--- src/rtl/timer_pkg.sv ---
// Shared types and limits for the countdown timer.
// Time fields are binary minutes/seconds, 0..59.
package timer_pkg;

  typedef enum logic [1:0] {
    IDLE,
    RUN,
    PAUSE,
    EXPIRED
  } state_t;

  typedef logic [5:0] tfield_t;

  localparam tfield_t MAX_SEC = 6'd59;
  localparam tfield_t MAX_MIN = 6'd59;

  function automatic tfield_t sat(
    input tfield_t v,
    input tfield_t lim
  );
    return (v > lim) ? lim : v;
  endfunction

endpackage

--- src/rtl/tick_gen.sv ---
// Prescaler: one-cycle TICK every TICK_DIV enabled cycles.
// Counter is cleared whenever EN is low.
module tick_gen #(
  parameter int TICK_DIV = 100000000
) (
  input  logic CLK,
  input  logic RST_N,
  input  logic EN,
  output logic TICK
);

  localparam int W = (TICK_DIV > 1) ? $clog2(TICK_DIV) : 1;
  localparam logic [W-1:0] LAST = W'(TICK_DIV - 1);

  logic [W-1:0] cnt;

  always_ff @(posedge CLK or negedge RST_N) begin
    if (!RST_N) begin
      cnt <= '0;
    end else if (!EN) begin
      cnt <= '0;
    end else if (cnt == LAST) begin
      cnt <= '0;
    end else begin
      cnt <= cnt + 1'b1;
    end
  end

  assign TICK = EN && (cnt == LAST);

endmodule

--- src/rtl/timer_core.sv ---
// MM:SS countdown timer with pause, preset load and alarm.
// Priority per cycle: LOAD > STOP > START > tick.
module timer_core
  import timer_pkg::*;
#(
  parameter int TICK_DIV = 100000000
) (
  input  logic       CLK,
  input  logic       RST_N,
  input  logic       START,
  input  logic       STOP,
  input  logic       LOAD,
  input  logic [5:0] SET_MIN,
  input  logic [5:0] SET_SEC,
  output logic [5:0] MIN,
  output logic [5:0] SEC,
  output logic       RUNNING,
  output logic       DONE,
  output logic       ALARM
);

  state_t  state_q, state_d;
  tfield_t min_q, min_d;
  tfield_t sec_q, sec_d;
  logic    done_d;
  logic    tick;
  logic    tick_en;
  logic    nonzero;

  // STOP gates the prescaler so a coincident tick is dropped
  assign tick_en = (state_q == RUN) && !STOP;
  assign nonzero = (min_q != '0) || (sec_q != '0);

  tick_gen #(
    .TICK_DIV(TICK_DIV)
  ) u_tick (
    .CLK  (CLK),
    .RST_N(RST_N),
    .EN   (tick_en),
    .TICK (tick)
  );

  always_comb begin
    state_d = state_q;
    min_d   = min_q;
    sec_d   = sec_q;
    done_d  = 1'b0;
    unique case (state_q)
      IDLE, PAUSE: begin
        if (LOAD) begin
          min_d   = sat(SET_MIN, MAX_MIN);
          sec_d   = sat(SET_SEC, MAX_SEC);
          state_d = IDLE;
        end else if (STOP) begin
          state_d = state_q;
        end else if (START && nonzero) begin
          state_d = RUN;
        end
      end
      RUN: begin
        if (STOP) begin
          state_d = PAUSE;
        end else if (tick) begin
          if (sec_q != '0) begin
            sec_d = sec_q - 6'd1;
            if (min_q == '0 && sec_q == 6'd1) begin
              state_d = EXPIRED;
              done_d  = 1'b1;
            end
          end else if (min_q != '0) begin
            min_d = min_q - 6'd1;
            sec_d = MAX_SEC;
          end
        end
      end
      EXPIRED: begin
        if (LOAD) begin
          min_d   = sat(SET_MIN, MAX_MIN);
          sec_d   = sat(SET_SEC, MAX_SEC);
          state_d = IDLE;
        end else if (STOP) begin
          state_d = IDLE;
        end
      end
      default: state_d = IDLE;
    endcase
  end

  always_ff @(posedge CLK or negedge RST_N) begin
    if (!RST_N) begin
      state_q <= IDLE;
      min_q   <= '0;
      sec_q   <= '0;
      RUNNING <= 1'b0;
      DONE    <= 1'b0;
      ALARM   <= 1'b0;
    end else begin
      state_q <= state_d;
      min_q   <= min_d;
      sec_q   <= sec_d;
      RUNNING <= (state_d == RUN);
      DONE    <= done_d;
      ALARM   <= (state_d == EXPIRED);
    end
  end

  assign MIN = min_q;
  assign SEC = sec_q;

endmodule

--- config.mk ---
export PLATFORM = sky130hd
export DESIGN_NAME = timer_core
export DESIGN_NICKNAME = d
export VERILOG_FILES = /design/src/rtl/timer_pkg.sv /design/src/rtl/tick_gen.sv /design/src/rtl/timer_core.sv
export SDC_FILE = /design/constraint.sdc
export NUM_CORES = 1
export LEC_CHECK = 0
export CAP_MARGIN = 20
export CORE_UTILIZATION = 59
export DETAILED_ROUTE_END_ITERATION = 10
export PLACE_DENSITY = 0.84
export SLEW_MARGIN = 10
export SYNTH_ARGS = -nofsm -noshare
export SYNTH_HDL_FRONTEND = slang
export SYNTH_HIERARCHICAL = 1
export SYNTH_SLANG_ARGS = --single-unit
--- constraint.sdc ---
create_clock -name CLK -period 4.89 [get_ports CLK]
set_input_delay 0.978 -clock CLK [delete_from_list [all_inputs] [get_ports CLK]]
set_output_delay 0.978 -clock CLK [all_outputs]
set_load 0.01 [all_outputs]
---- Word level (Yosys, flattened, before mapping) ----
Index checks and enable logic that the tools add are counted.
W data, S select, Z words.
word-level totals
  register bits after elaboration ......... 44
cells by class
  eq/ne operators ......................... 13
  reductions and logical operators ........ 14
  order comparisons ....................... 2
  add/sub/neg operators ................... 3
  muxes and demuxes ....................... 31
operators with widths
  cell                     number
  $mux W6                  12
  $mux W27                 2
  $add A27 B1 Y27 const B  1
  $eq A27 B27 Y1 const B   1
  $pmux W6 S2              2
  $mux W2                  9
  $gt A6 B6 Y1 const B     2
  $reduce_bool A6 Y1       2
  $sub A6 B1 Y6 const B    2
  $eq A2 B2 Y1 const B     3
  $eq A6 B1 Y1 const B     1
  $logic_not A6 Y1         1
  $ne A2 B2 Y1 const B     3
  $pmux W2 S3              1
  $mux W1                  5
  $reduce_and A5 Y1        1
  $eq A2 B1 Y1 const B     2
  $logic_and A1 B1 Y1      4
  $ne A2 B1 Y1 const B     2
  $reduce_and A4 Y1        1
  $ne A3 B1 Y1 const B     1
  $reduce_or A3 Y1         1
  $logic_not A2 Y1         1
  $reduce_or A2 Y1         1
  2 further kinds          2

---- Longest topological paths before layout ----
Gate-level depths: netlist (run 1).
  depth in word-level cells ............... 8
  mapped depth ............................ 10

---- Cells and area by module ----
The synthesis (run 1) kept the hierarchy.
by module, submodules not included
  module      area an instance (um2)  cells an instance  times used  seq. area each (um2)
  tick_gen    1456.4                  154                1           675.6
  timer_core  1142.3                  126                1           425.4

---- Worst setup path after synthesis (run 1) ----
Ideal clock, no wire load.
  path type ............................... input -> register
  start point ............................. input STOP
  end point ............................... register sec_q[0] (netlist: SEC[0])
  library setup time ...................... 0.128 ns
  arrival time ............................ 2.556 ns
  buffers on the path ..................... 0
  setup slack ............................. 2.206 ns
  stages on the path ...................... 8
  cells stage by stage .................... nand2b_1 > or2_2 > inv_1 > and2_1 > and4bb_2 > a21o_1 > o21ai_2 > mux2_1
on the way
  cells in the longest elaborated chain, start to end .. 5
ends and longest elaborated chain
  element                             line               source
  start: declaration                  timer_core.sv:11   input logic STOP,
  $logic_not A1 Y1                    timer_core.sv:31   assign tick_en = (state_q == RUN) && !STOP;
  $logic_and A1 B1 Y1                 timer_core.sv:31
  named net tick_en                   timer_core.sv:27   logic tick_en;
  $logic_and A1 B1 Y1                 tick_gen.sv:29     assign TICK = EN && (cnt == LAST);
  named net tick                      timer_core.sv:26   logic tick;
  $ne A2 B2 Y1 (no source line)       --
  $reduce_and A4 Y1 (no source line)  --
  end signal: assignment              timer_core.sv:93   sec_q <= '0;
  end signal: assignment              timer_core.sv:100  sec_q <= sec_d;
  end: declaration                    timer_core.sv:24   tfield_t sec_q, sec_d;
The timed path passes the listed nets, and every way through them passes these cells.
A chain may end at the register's enable or synchronous reset.

---- Worst setup path after layout (run 1) ----
Same ends and word-level chain as after synthesis.

==> results of run 1 <==
==> cells in the final DEF (no fill, tap or decap), drive strengths merged, types with 4 or more instances in the layout <==
cell type	instances
nor4	6
dfrtp	44
nor3	6
xor2	4
xnor2	10
clkdlybuf4s50	30
o31ai	7
nor2	27
clkbuf	5
or3	5
and3	4
nand4	15
o21ai	16
a21oi	19
or4	5
and4	4
ha	4
nand2	19
nand2b	4
nand3	14
inv	11
==> registers in the layout, indices dropped and copies added (netlist names) <==
register	cells
ALARM	1
u_tick/cnt	27
DONE	1
SEC	6
RUNNING	1
MIN	6
state_q	2
==> where the power goes <==
part	internal [W]	leakage [nW]	switching, W	total (W)
sequential	0.000385	0.588	0.0000292	0.000414
clock	0.000147	0.0501	0.000118	0.000265
combinational	0.0000879	0.496	0.0000902	0.000178
==> layout make-up <==
class	instances	area share, %
repair buffers	32	10.8
clock inverters	1	0.993
flip-flops and latches	44	36.4
inverters	11	1.37
clock buffers	5	2.28
multi-input cells	213	46.1
well taps	50	2.07
==> cells by family after synthesis <==
family                   after synthesis  synth area share (%)
AO/OA/AOI/OAI                         62                  16.3
XOR/XNOR                              14                  4.72
adder cells (fa/ha/maj)                4                  1.93
buffers and inverters                 23                  4.00
flip-flops                            44                  42.4
multiplexers                           5                  2.02
AND/OR/NAND/NOR                      128                  28.6
==> per-stage QoR <==
| step | hold WS (ns) | power, W | cell area (um2) |
|---|---|---|---|
| after floorplan | 0.455 | 0.000510 | 2600 |
| after global placement | 0.476 | 0.000591 | 2900 |
| after detailed placement | 0.486 | 0.000596 | 2900 |
| after CTS | 0.496 | 0.000860 | 3000 |
| after global routing | 0.546 | 0.000897 | 3020 |
| final | 0.488 | 0.000856 | 3020 |
==> worst paths after layout <==
kind / to / slack, ns / cells after the start
worst max register to register: SEC[0]$_DFFE_PN0P_ / 2.02 / 9
worst min-delay path: u_tick/cnt[0]$_DFF_PN0_ / 0.49 / 1
worst min register to register: u_tick/cnt[0]$_DFF_PN0_ / 0.49 / 1
max in group asynchronous: SEC[1]$_DFFE_PN0P_ / 3.87 / 2
min in group asynchronous: u_tick/cnt[20]$_DFF_PN0_ / 0.56 / 1
worst max-delay path: SEC[0]$_DFFE_PN0P_ / 1.72 / 9
==> routing by layer <==
metal  global-route usage [%]  vias up  wire length, um
li1                         -     1096                -
met1                     40.8     1084             2840
met2                     37.7       66             2510
met3                     5.17        6              287
met4                     7.55        0               46
met5                        0        -                0
==> worst reg2reg max path, delay by kind of cell (launching register included) <==
| kind | cells | cell delay, ns |
|---|---|---|
| and+or+nand+nor | 5 | 1.37 |
| DFF | 1 | 0.39 |
| AOI/OAI and AO/OA | 2 | 0.41 |
| muxes | 1 | 0.35 |
| adders and majority gates | 1 | 0.23 |
==> metrics.cfg, run 1 <==
[yosys]
synth-seq-cells = 44
netlist_area_um2 = 2600
synth_cell_types = 58
async_reset_ff_share_pct = 100
yosysTopAreaCell = dfrtp_1
synth-edff-count = 0
synth_area_leaders = dfrtp_1 42%, nor2_1 3.9%, a21oi_1 3.7%
syn_area_per_cell_um2 = 9.28
synth-main-ff-cell = dfrtp_1
synth.most_common_cell = dfrtp_1
ys_top_cells_by_count = 44 x dfrtp_1, 27 x nor2_1, 19 x a21oi_1, 19 x nand2_1, 15 x nand4_1
syn_inst = 280
ys_seq_area_share_pct = 42.4
yosys_warnings = 6
syn_nets = 301
synth_top_area_share_pct = 42.4

[pwr]
p_leak_nw = 1.13
ir_worst_vdd_mv = 0.174
power.density_nw_per_um2 = 283

[sta]
period_share_pct = 64.7
fmax_ghz = 0.316
hold_viol_final = 0
min_period_ns = 3.17
finClkSkew_ns = 0.00596
relSlewSlack_pct = 30.7
slew_violations = 0
tns_ns = 0
rsz0062_at_grt = no
finalSetupViolations = 0
fin_ws_ns = 1.72
worst_pin_slew_ns = 1.04

[hold_path]
worstHoldStart = u_tick/cnt[0]$_DFF_PN0_
hold_class = flop to flop

[critical_path]
cp-start-kind = input port
crit_family = simple AND/OR/NAND/NOR gates
cp_cell_sequence = clkdlybuf4s50_1, nand2b_1, or2_2, inv_1, and2_1, and4bb_2, a21o_1, o21ai_2, mux2_1
critPathMaxStageDelay_ns = 0.48
path_class = input port to flop
crit_buf_inv = 2
cp.required_ns = 5.07
worstPathArrival_ns = 3.34
crit_fanout = 8
crit_slowest_cell = clkdlybuf4s50_1
crit_start = STOP
worstSetupEndpointType = flop
rr_startpoint = u_tick/cnt[0]$_DFF_PN0_

[clock_network]
cts_tree = built
worst_skew_pair.late_latency_ns = 0.29
postCtsSetupBuffers = 0
cts.sinks = 44
ctsHoldBuffers = 0
htree_levels = 2
cts_buffers = 5
clk_path_buf_depth = 2
clockRootBuffer = clkbuf_8
cts-resized-gates = 0
clk_pin_slew_ns = 0.07

[drt]
wl_per_cell_um = 16.0
firstDrtPassIters = 5
drt_wl_total_mm = 5.69
drt_iter0_markers = 199
ant_nets = 0
via_count = 2252
drc = 0
via_per_inst = 6.33

[floorplanning]
row_count = 23
die_area_um2 = 4670
die_h_um = 68.4
boundaryPins = 32
start_util_pct = 63.1
fp.dieW_um = 68.4
core_area_um2 = 4120

[placement]
place.gp.congestion = 0.851
io_buffers = 31
dp_cells = 349
dp_hpwl_mm = 4.00
pre_cts_ws_ns = 1.45

[finish]
nets = 328
insertedDiodeCount = 0
seqCellArea_um2 = 1100
layout-drive-gt1-share_pct = 8.50
multi_input_area_um2 = 1390
area_delta_synth_final_pct = 16.3
fillers = 318
final_util_pct = 73.5
final_cells = 356

[global_route]
grt_pass1_vias = 1951
antenna_found_initial = 0
grt_max_degree = 45
grt_pass1_wl_mm = 9.38
grt_util_all_layers_pct = 26.7
grt-ovfl-total = 0

[job]
maxCapViolations = 0

[status]
status = finished clean

(Power assumes the default switching activity.)
==> inputs of run 2 (changes only) <==
--- a/config.mk
+++ b/config.mk
@@ -6,9 +6,9 @@
 export NUM_CORES = 1
 export LEC_CHECK = 0
 export CAP_MARGIN = 20
-export CORE_UTILIZATION = 59
+export CORE_UTILIZATION = 56
 export DETAILED_ROUTE_END_ITERATION = 10
-export PLACE_DENSITY = 0.84
+export PLACE_DENSITY = 0.8
 export SLEW_MARGIN = 10
 export SYNTH_ARGS = -nofsm -noshare
 export SYNTH_HDL_FRONTEND = slang
==> constraint.sdc (replaced) <==
create_clock -name CLK -period 3.1 [get_ports CLK]
set_input_delay 0.62 -clock CLK [delete_from_list [all_inputs] [get_ports CLK]]
set_output_delay 0.62 -clock CLK [all_outputs]
set_load 0.01 [all_outputs]
==> run 2 against run 1 <==
- non-clock buffer count up 6
- combinational power up 63%
- worst setup slack worse by 1.1 ns
- clock power up 42%
- critical path depth down 1
- utilization down 4.0 points
- via count up 1.7%
- sequential power up 58%
- die area up 5.2%
==> metrics.cfg, run 2 (synthesized netlist as in run 1, its figures left out) <==
[job]
maxCapViolations = 0

[finish]
final_util_pct = 69.4
layout-drive-gt1-share_pct = 10.8
final_cell_mix = 44 x dfrtp_1, 30 x clkdlybuf4s50_1, 27 x nor2_1
largest_reg_flops = 27
multi_input_area_um2 = 1390
insertedDiodeCount = 0
area_delta_synth_final_pct = 17.9
seqCellArea_um2 = 1100
fillers = 350
final_common_cell = dfrtp_1
nets = 334
fin_area_um2 = 3060
top_register = u_tick/cnt

[floorplanning]
row_count = 24
die_area_um2 = 4920
boundaryPins = 32
core_area_um2 = 4410
fp.dieW_um = 70.1
die_h_um = 70.1
start_util_pct = 58.9

[sta]
finalSetupViolations = 0
worst_pin_slew_ns = 0.592
slew_violations = 0
rsz0062_at_grt = no
relSlewSlack_pct = 60.2
min_period_ns = 2.51
period_share_pct = 80.9
hold_viol_final = 0
fin_ws_ns = 0.591
fmax_ghz = 0.399
finClkSkew_ns = 0.00517
tns_ns = 0
finalHoldWorstSlack_ns = 0.170

[critical_path]
crit_slowest_cell = dfrtp_1
crit_fanout = 8
crit_family = simple AND/OR/NAND/NOR gates
worstSetupEndpointType = flop
worstPathArrival_ns = 2.69
cp_cell_sequence = and4_1, nand3_1, nor3_1, and2_1, and4bb_2, a21o_1, o21ai_2, mux2_1
critPathMaxStageDelay_ns = 0.45
crit_buf_inv = 0
cp.required_ns = 3.28
cp-start-kind = flop
path_class = flop to flop

[clock_network]
clk_pin_slew_ns = 0.08
cts-resized-gates = 0
postCtsSetupBuffers = 0
ctsHoldBuffers = 0
cts_tree = built
worst_skew_pair.late_latency_ns = 0.30
clockRootBuffer = clkbuf_8
cts_buffers = 5
clk_path_buf_depth = 2
htree_levels = 2
cts.sinks = 44

[placement]
placed_cell_area_um2 = 2950
place.gp.congestion = 0.921
io_buffers = 31
dp_hpwl_mm = 4.39
pre_cts_ws_ns = 0.306

[drt]
ant_nets = 0
drc = 0
drt_iter0_markers = 177
via_count = 2290
via_per_inst = 6.26
drt_wl_total_mm = 6.06
wl_per_cell_um = 16.6
firstDrtPassIters = 4

[global_route]
antenna_found_initial = 0
grt_max_degree = 45
grt_pass1_wl_mm = 10.4
grt_pass1_vias = 2207
grt_util_all_layers_pct = 26.7
grt-ovfl-total = 0

[pwr]
ir_worst_vdd_mv = 0.224
p_leak_nw = 1.16
power.density_nw_per_um2 = 431

[hold_path]
hold_class = input port to async pin

[status]
status = finished clean

-- run 2: cell count changes in the layout (fill, tap and decap cells not counted) --
cell and change:
buf_4 +6, clkinv_2 +2, bufinv_16 -1, clkbuf_8 +1
-- run 2: routing by layer --
| layer | routed length [um] | global-route usage (%) | share of wire [%] | vias up |
|---|---|---|---|---|
| li1 | - | - | - | 1105 |
| met1 | 2900 | 39.0 | 48 | 1108 |
| met2 | 2750 | 38.9 | 45 | 71 |
| met3 | 347 | 5.92 | 5.7 | 6 |
| met4 | 57 | 10.0 | 0.94 | 0 |
| met5 | 0 | 0 | 0 | - |
-- run 2: final timing paths --
path | from | endpoint | slack [ns] | cells past startpoint
max | u_tick/cnt[13]$_DFF_PN0_ | SEC[0]$_DFFE_PN0P_ | 0.59 | 8
min | RST_N | u_tick/cnt[20]$_DFF_PN0_ | 0.17 | 1
max reg2reg | u_tick/cnt[13]$_DFF_PN0_ | SEC[0]$_DFFE_PN0P_ | 0.59 | 8
min reg2reg | u_tick/cnt[0]$_DFF_PN0_ | u_tick/cnt[0]$_DFF_PN0_ | 0.50 | 1
max in group asynchronous | RST_N | u_tick/cnt[6]$_DFF_PN0_ | 2.46 | 2
min in group CLK | u_tick/cnt[0]$_DFF_PN0_ | u_tick/cnt[0]$_DFF_PN0_ | 0.50 | 1
-- run 2: cell type report --
cell class	count	share of cell area (%)
flip-flops and latches	44	35.9
inverters	11	1.35
multi-input cells	213	45.5
well taps	52	2.12
clock buffers	6	2.69
clock inverters	2	0.327
repair buffers	38	12.1
-- run 2: power breakdown --
part | switching [W] | internal [W] | total (W)
combinational | 0.000148 | 0.000142 | 0.000290
sequential | 0.0000486 | 0.000606 | 0.000655
clock | 0.000198 | 0.000178 | 0.000376
total | 0.000395 | 0.000927 | 0.00132
-- run 2: per-stage QoR --
| step | total power, W | std cells |
|---|---|---|
| after CTS | 0.00132 | 365 |
| after detailed placement | 0.000948 | 357 |
| after global placement | 0.000940 | 357 |
| after floorplan | 0.000804 | 280 |
| final | 0.00132 | 366 |
| after global routing | 0.00137 | 366 |
==> RTL edit 1: new RTL, flow settings as in run 2 <==
Encoding of `state_t`: now Gray code (2 bits for 4 states).
--- a/src/rtl/timer_pkg.sv
+++ b/src/rtl/timer_pkg.sv
@@ -4,8 +4,8 @@
 
   typedef enum logic [1:0] {
-    IDLE,
-    RUN,
-    PAUSE,
-    EXPIRED
+    IDLE    = 2'b00,
+    RUN     = 2'b01,
+    PAUSE   = 2'b11,
+    EXPIRED = 2'b10
   } state_t;
 
Function: no difference found for any inputs over 10 cycles, from zero or initial values and one cycle with RST_N low; not proved beyond that.
==> RTL edit 1 against run 2 <==
- synthesized area is 1.9% higher
- design area is 1.9% higher
- clock skew fell by 0.0020 ns
- critical path depth stayed put
- setup slack lost 0.26 ns
- wire length is 2.2% higher
- sequential cell count unchanged
- critical path type unchanged
- critical endpoint is now MIN[1]
- highest routed layer unchanged
Power is not compared: it rests on default switching activity, and its combinational part moved more than twofold at a synthesized area within 25%.
==> RTL edit 1: results (changes against run 2) <==
Run status:
- The run finished with clean final reports.

Synthesis:
- The portion of the post-synthesis area used by sequential elements came to 41.6% (-0.80 points).
- The synthesized net count is 311 (+3.3%).
- The distinct cell type count of the synthesized netlist is 57 (-1.7%).
- Sorting the synthesized cells by how often they occur yields 44 x sky130_fd_sc_hd__dfrtp_1, 29 x sky130_fd_sc_hd__nor2_1, 19 x sky130_fd_sc_hd__a21oi_1, 18 x sky130_fd_sc_hd__nand2_1, 16 x sky130_fd_sc_hd__inv_1.
- The per-instance average area after synthesis is 9.20 µm² (-0.91%).
- In the post-synthesis netlist, the biggest area contributors are sky130_fd_sc_hd__dfrtp_1 42%, sky130_fd_sc_hd__nor2_1 4.1%, sky130_fd_sc_hd__xnor2_1 3.6%.

Routing:
- The violation count after the first detailed-routing iteration is 258 (+46%).
- The aggregate routed wire length is 6190 µm (+2.2%).
- The length of routed met2 wiring was 2840 µm (+3.3%).
- The final routed wire length divided by cell count came to 16.5 µm (about the same).
- The detailed-router iteration count before antenna repair is 7 (+3).
- The sum of met3 wire segment lengths after detailed routing is 390 µm (+12%).
- The routed length on met1 came to 2870 µm (-1.2%).

Global routing:
- The global-route total usage across every layer is 25.9% (-0.81 points).
- The wire length of the first global-routing pass is 10300 µm (-0.80%).
- The number of global-route vias before repair is 2302 (+4.3%).
- The met3 capacity usage during global routing is 5.56% (-0.36 points).
- The fraction of met1 tracks used by global routing is 35.9% (-3.1 points).
- The met2 track demand over resource is 41.0% (+2.1 points).

Setup path:
- The largest incremental delay on the critical path is 0.46 ns.
- The data arrival time of the critical path is 2.95 ns (+0.26 ns).
- The minimum setup slack among reg-to-reg paths was 0.33 ns (-0.26 ns).
- In this run the worst setup path begins at u_tick/cnt[12].
- The highest fanout seen on the critical path came to 7 (-1).
- The endpoint of the worst setup timing path is MIN[1].

Clocking:
- The count of instances resized after the clock tree is built was 0 (unchanged).
- The number of sinks on the clock net was 44 (unchanged).

Final layout:
- The multi-input combinational cell count came to 215 (+0.94%).
- The flip-flop and latch area was 1100 µm² (unchanged).
- The fraction of layout instances using a drive strength above 1 is 9.63% (-1.2 points).
- The sequential share of cell area is 35.3% (-0.68 points).
- The count of plain and timing-repair buffers in the layout is 40 (+5.3%).
- The count of clock buffers in the final design is 5 (-1).
- The number of non-clock inverters in the layout came to 17 (+6).
- The count of nets after finishing is 346 (+3.6%).
- The fill cell instance count of the final layout is 357 (+2.0%).
- The area of the multi-input gates came to 1410 µm² (+1.1%).
- The final-layout clock-cell area share is 3.17% (+0.14 points).

Timing:
- The worst relative slew slack is 62.5% (+2.3 points).
- The post-layout minimum cycle time is 2.77 ns (+0.262 ns).
- The worst clock skew was 0.00319 ns (-0.00198 ns).

Placement:
- The weighted congestion reported at the end of routability-driven placement was 0.898 (-2.5%).
- The cell area after placement was 3000 µm² (+1.8%).
- The cell total after placement is 367 (+2.8%).
- The minimum setup slack after placement is 0.364 ns (+0.0584 ns).
RTL edit 1: changes by cell type after synthesis, moves of 3 or more:
| cell | delta |
|---|---|
| sky130_fd_sc_hd__nand4_1 | -3 |
| sky130_fd_sc_hd__nand3_1 | -3 |
| sky130_fd_sc_hd__mux2i_1 | -3 |
| sky130_fd_sc_hd__o211ai_1 | +3 |
| sky130_fd_sc_hd__o31a_1 | -3 |
| sky130_fd_sc_hd__or4_1 | +4 |
| sky130_fd_sc_hd__inv_1 | +5 |
| sky130_fd_sc_hd__nor2b_1 | +3 |
| sky130_fd_sc_hd__nand2b_1 | -4 |
RTL edit 1: where the power goes:
group,internal (mW),leakage (nW),switching [mW]
combinational,0.336,0.523,0.360
clock,0.231,0.0501,0.187
sequential,0.656,0.588,0.114
RTL edit 1: kinds of logic after synthesis:
logic type / synth area share (%)
mux: 0.425
fa+ha+maj: 2.83
simple gates: 27.9
flops: 41.6
buf+inv: 5.24
compound gates: 17.1
xor+xnor: 4.96
==> RTL edit 2: new RTL, settings of run 2 <==
Without the edit above. `TICK_DIV` is set to 100000000 in 2 places; all go to 200000000.
--- a/src/rtl/tick_gen.sv
+++ b/src/rtl/tick_gen.sv
@@ -2,5 +2,5 @@
 // Counter is cleared whenever EN is low.
 module tick_gen #(
-  parameter int TICK_DIV = 100000000
+  parameter int TICK_DIV = 200000000
 ) (
   input  logic CLK,
--- a/src/rtl/timer_core.sv
+++ b/src/rtl/timer_core.sv
@@ -4,5 +4,5 @@
   import timer_pkg::*;
 #(
-  parameter int TICK_DIV = 100000000
+  parameter int TICK_DIV = 200000000
 ) (
   input  logic       CLK,
Behaviour: no difference found for any inputs over 10 cycles, from zero or initial values and one cycle with RST_N low; that may be too few to reach the edited logic, so the function may still have changed.
==> RTL edit 2 against run 2 <==
- clock skew increased by 0.0017 ns
- total power increased by 1.9%
- setup slack got worse by 0.15 ns
- largest power group unchanged
- wire length increased by 11%
- sequential cell count increased by 1
- first-iteration DRC count increased by 59%
- synthesized area increased by 7.0%
- register-to-register slack improved by 0.15 ns
- design area increased by 6.1%
==> RTL edit 2: results (changes against run 2) <==
Final layout:
- The flip-flop and latch area is 1130 µm² (+2.3%).
- The final-layout clock-cell area share was 3.12% (+0.095 points).
- The multi-input combinational cell count is 241 (+13%).
- The count of clock buffers in the final design was 7 (+1).
- The fraction of layout instances using a drive strength above 1 is 10.9% (+0.086 points).
- The count of plain and timing-repair buffers in the layout is 36 (-5.3%).

Power:
- The worst voltage drop across the vdd grid came to 0.000317 V (+42%).
- The reported leakage power is 1.23 nW (+6.3%).

Global routing:
- The number of global-route vias before repair is 2313 (+4.8%).
- The wire length of the first global-routing pass was 11200 µm (+8.0%).
- The fraction of met1 tracks used by global routing came to 39.5% (+0.44 points).
- The met2 track demand over resource is 42.7% (+3.8 points).
- The met3 capacity usage during global routing is 4.31% (-1.6 points).

Setup path:
- The data arrival time of the critical path was 2.83 ns (+0.14 ns).
- The reg-to-reg critical path startpoint is u_tick/cnt[0].
- The classification of the worst setup path is input pin to flop.
- The worst-path cell with the longest stage delay is sky130_fd_sc_hd__clkdlybuf4s50_1.
- The highest fanout seen on the critical path is 5 (-3).
- The largest incremental delay on the critical path is 0.47 ns (+0.02 ns).
- The minimum setup slack among reg-to-reg paths is 0.74 ns (+0.15 ns).
- Tracing the worst setup path back leads to its startpoint at STOP.

Routing:
- The final routed wire length divided by cell count is 16.5 µm (about the same).

Synthesis:
- The portion of the post-synthesis area used by sequential elements is 40.5% (-1.9 points).
- The distinct cell type count of the synthesized netlist is 60 (+3.4%).

Timing:
- The worst relative slew slack is 53.9% (-6.3 points).
- The worst clock skew is 0.00687 ns (+0.00169 ns).

Placement:
- The weighted congestion reported at the end of routability-driven placement is 0.956 (+3.8%).
- The cell total after placement came to 397 (+11%).
- The cell area after placement is 3130 µm² (+6.1%).

Run status:
- The run finished with clean final reports.

Clocking:
- The number of sinks on the clock net was 45 (+2.3%).
-- RTL edit 2: cell types whose count changed in the layout (fill, tap and decap cells not counted), moves of 3 or more --
cell / run 2 / this run
sky130_fd_sc_hd__and2_1: 1 / 4
sky130_fd_sc_hd__nor4_1: 6 / 3
sky130_fd_sc_hd__nand2_1: 19 / 26
sky130_fd_sc_hd__nand3_1: 13 / 22
sky130_fd_sc_hd__o21ai_0: 13 / 16
sky130_fd_sc_hd__nand4_1: 15 / 11
sky130_fd_sc_hd__and3_1: 2 / 6
-- RTL edit 2: cell families after synthesis --
| logic type | synth area share, % |
|---|---|
| xor gates and xnor gates | 3.78 |
| adders and majority gates | 1.80 |
| and+or+nand+nor | 31.0 |
| AOI/OAI and AO/OA | 17.1 |
| buffers and inverters | 3.91 |
| DFF | 40.5 |
| muxes | 1.89 |
-- RTL edit 2: report_power, final --
part	switching (mW)	internal, mW
registers	0.0502	0.619
clock network	0.193	0.202
logic	0.141	0.141
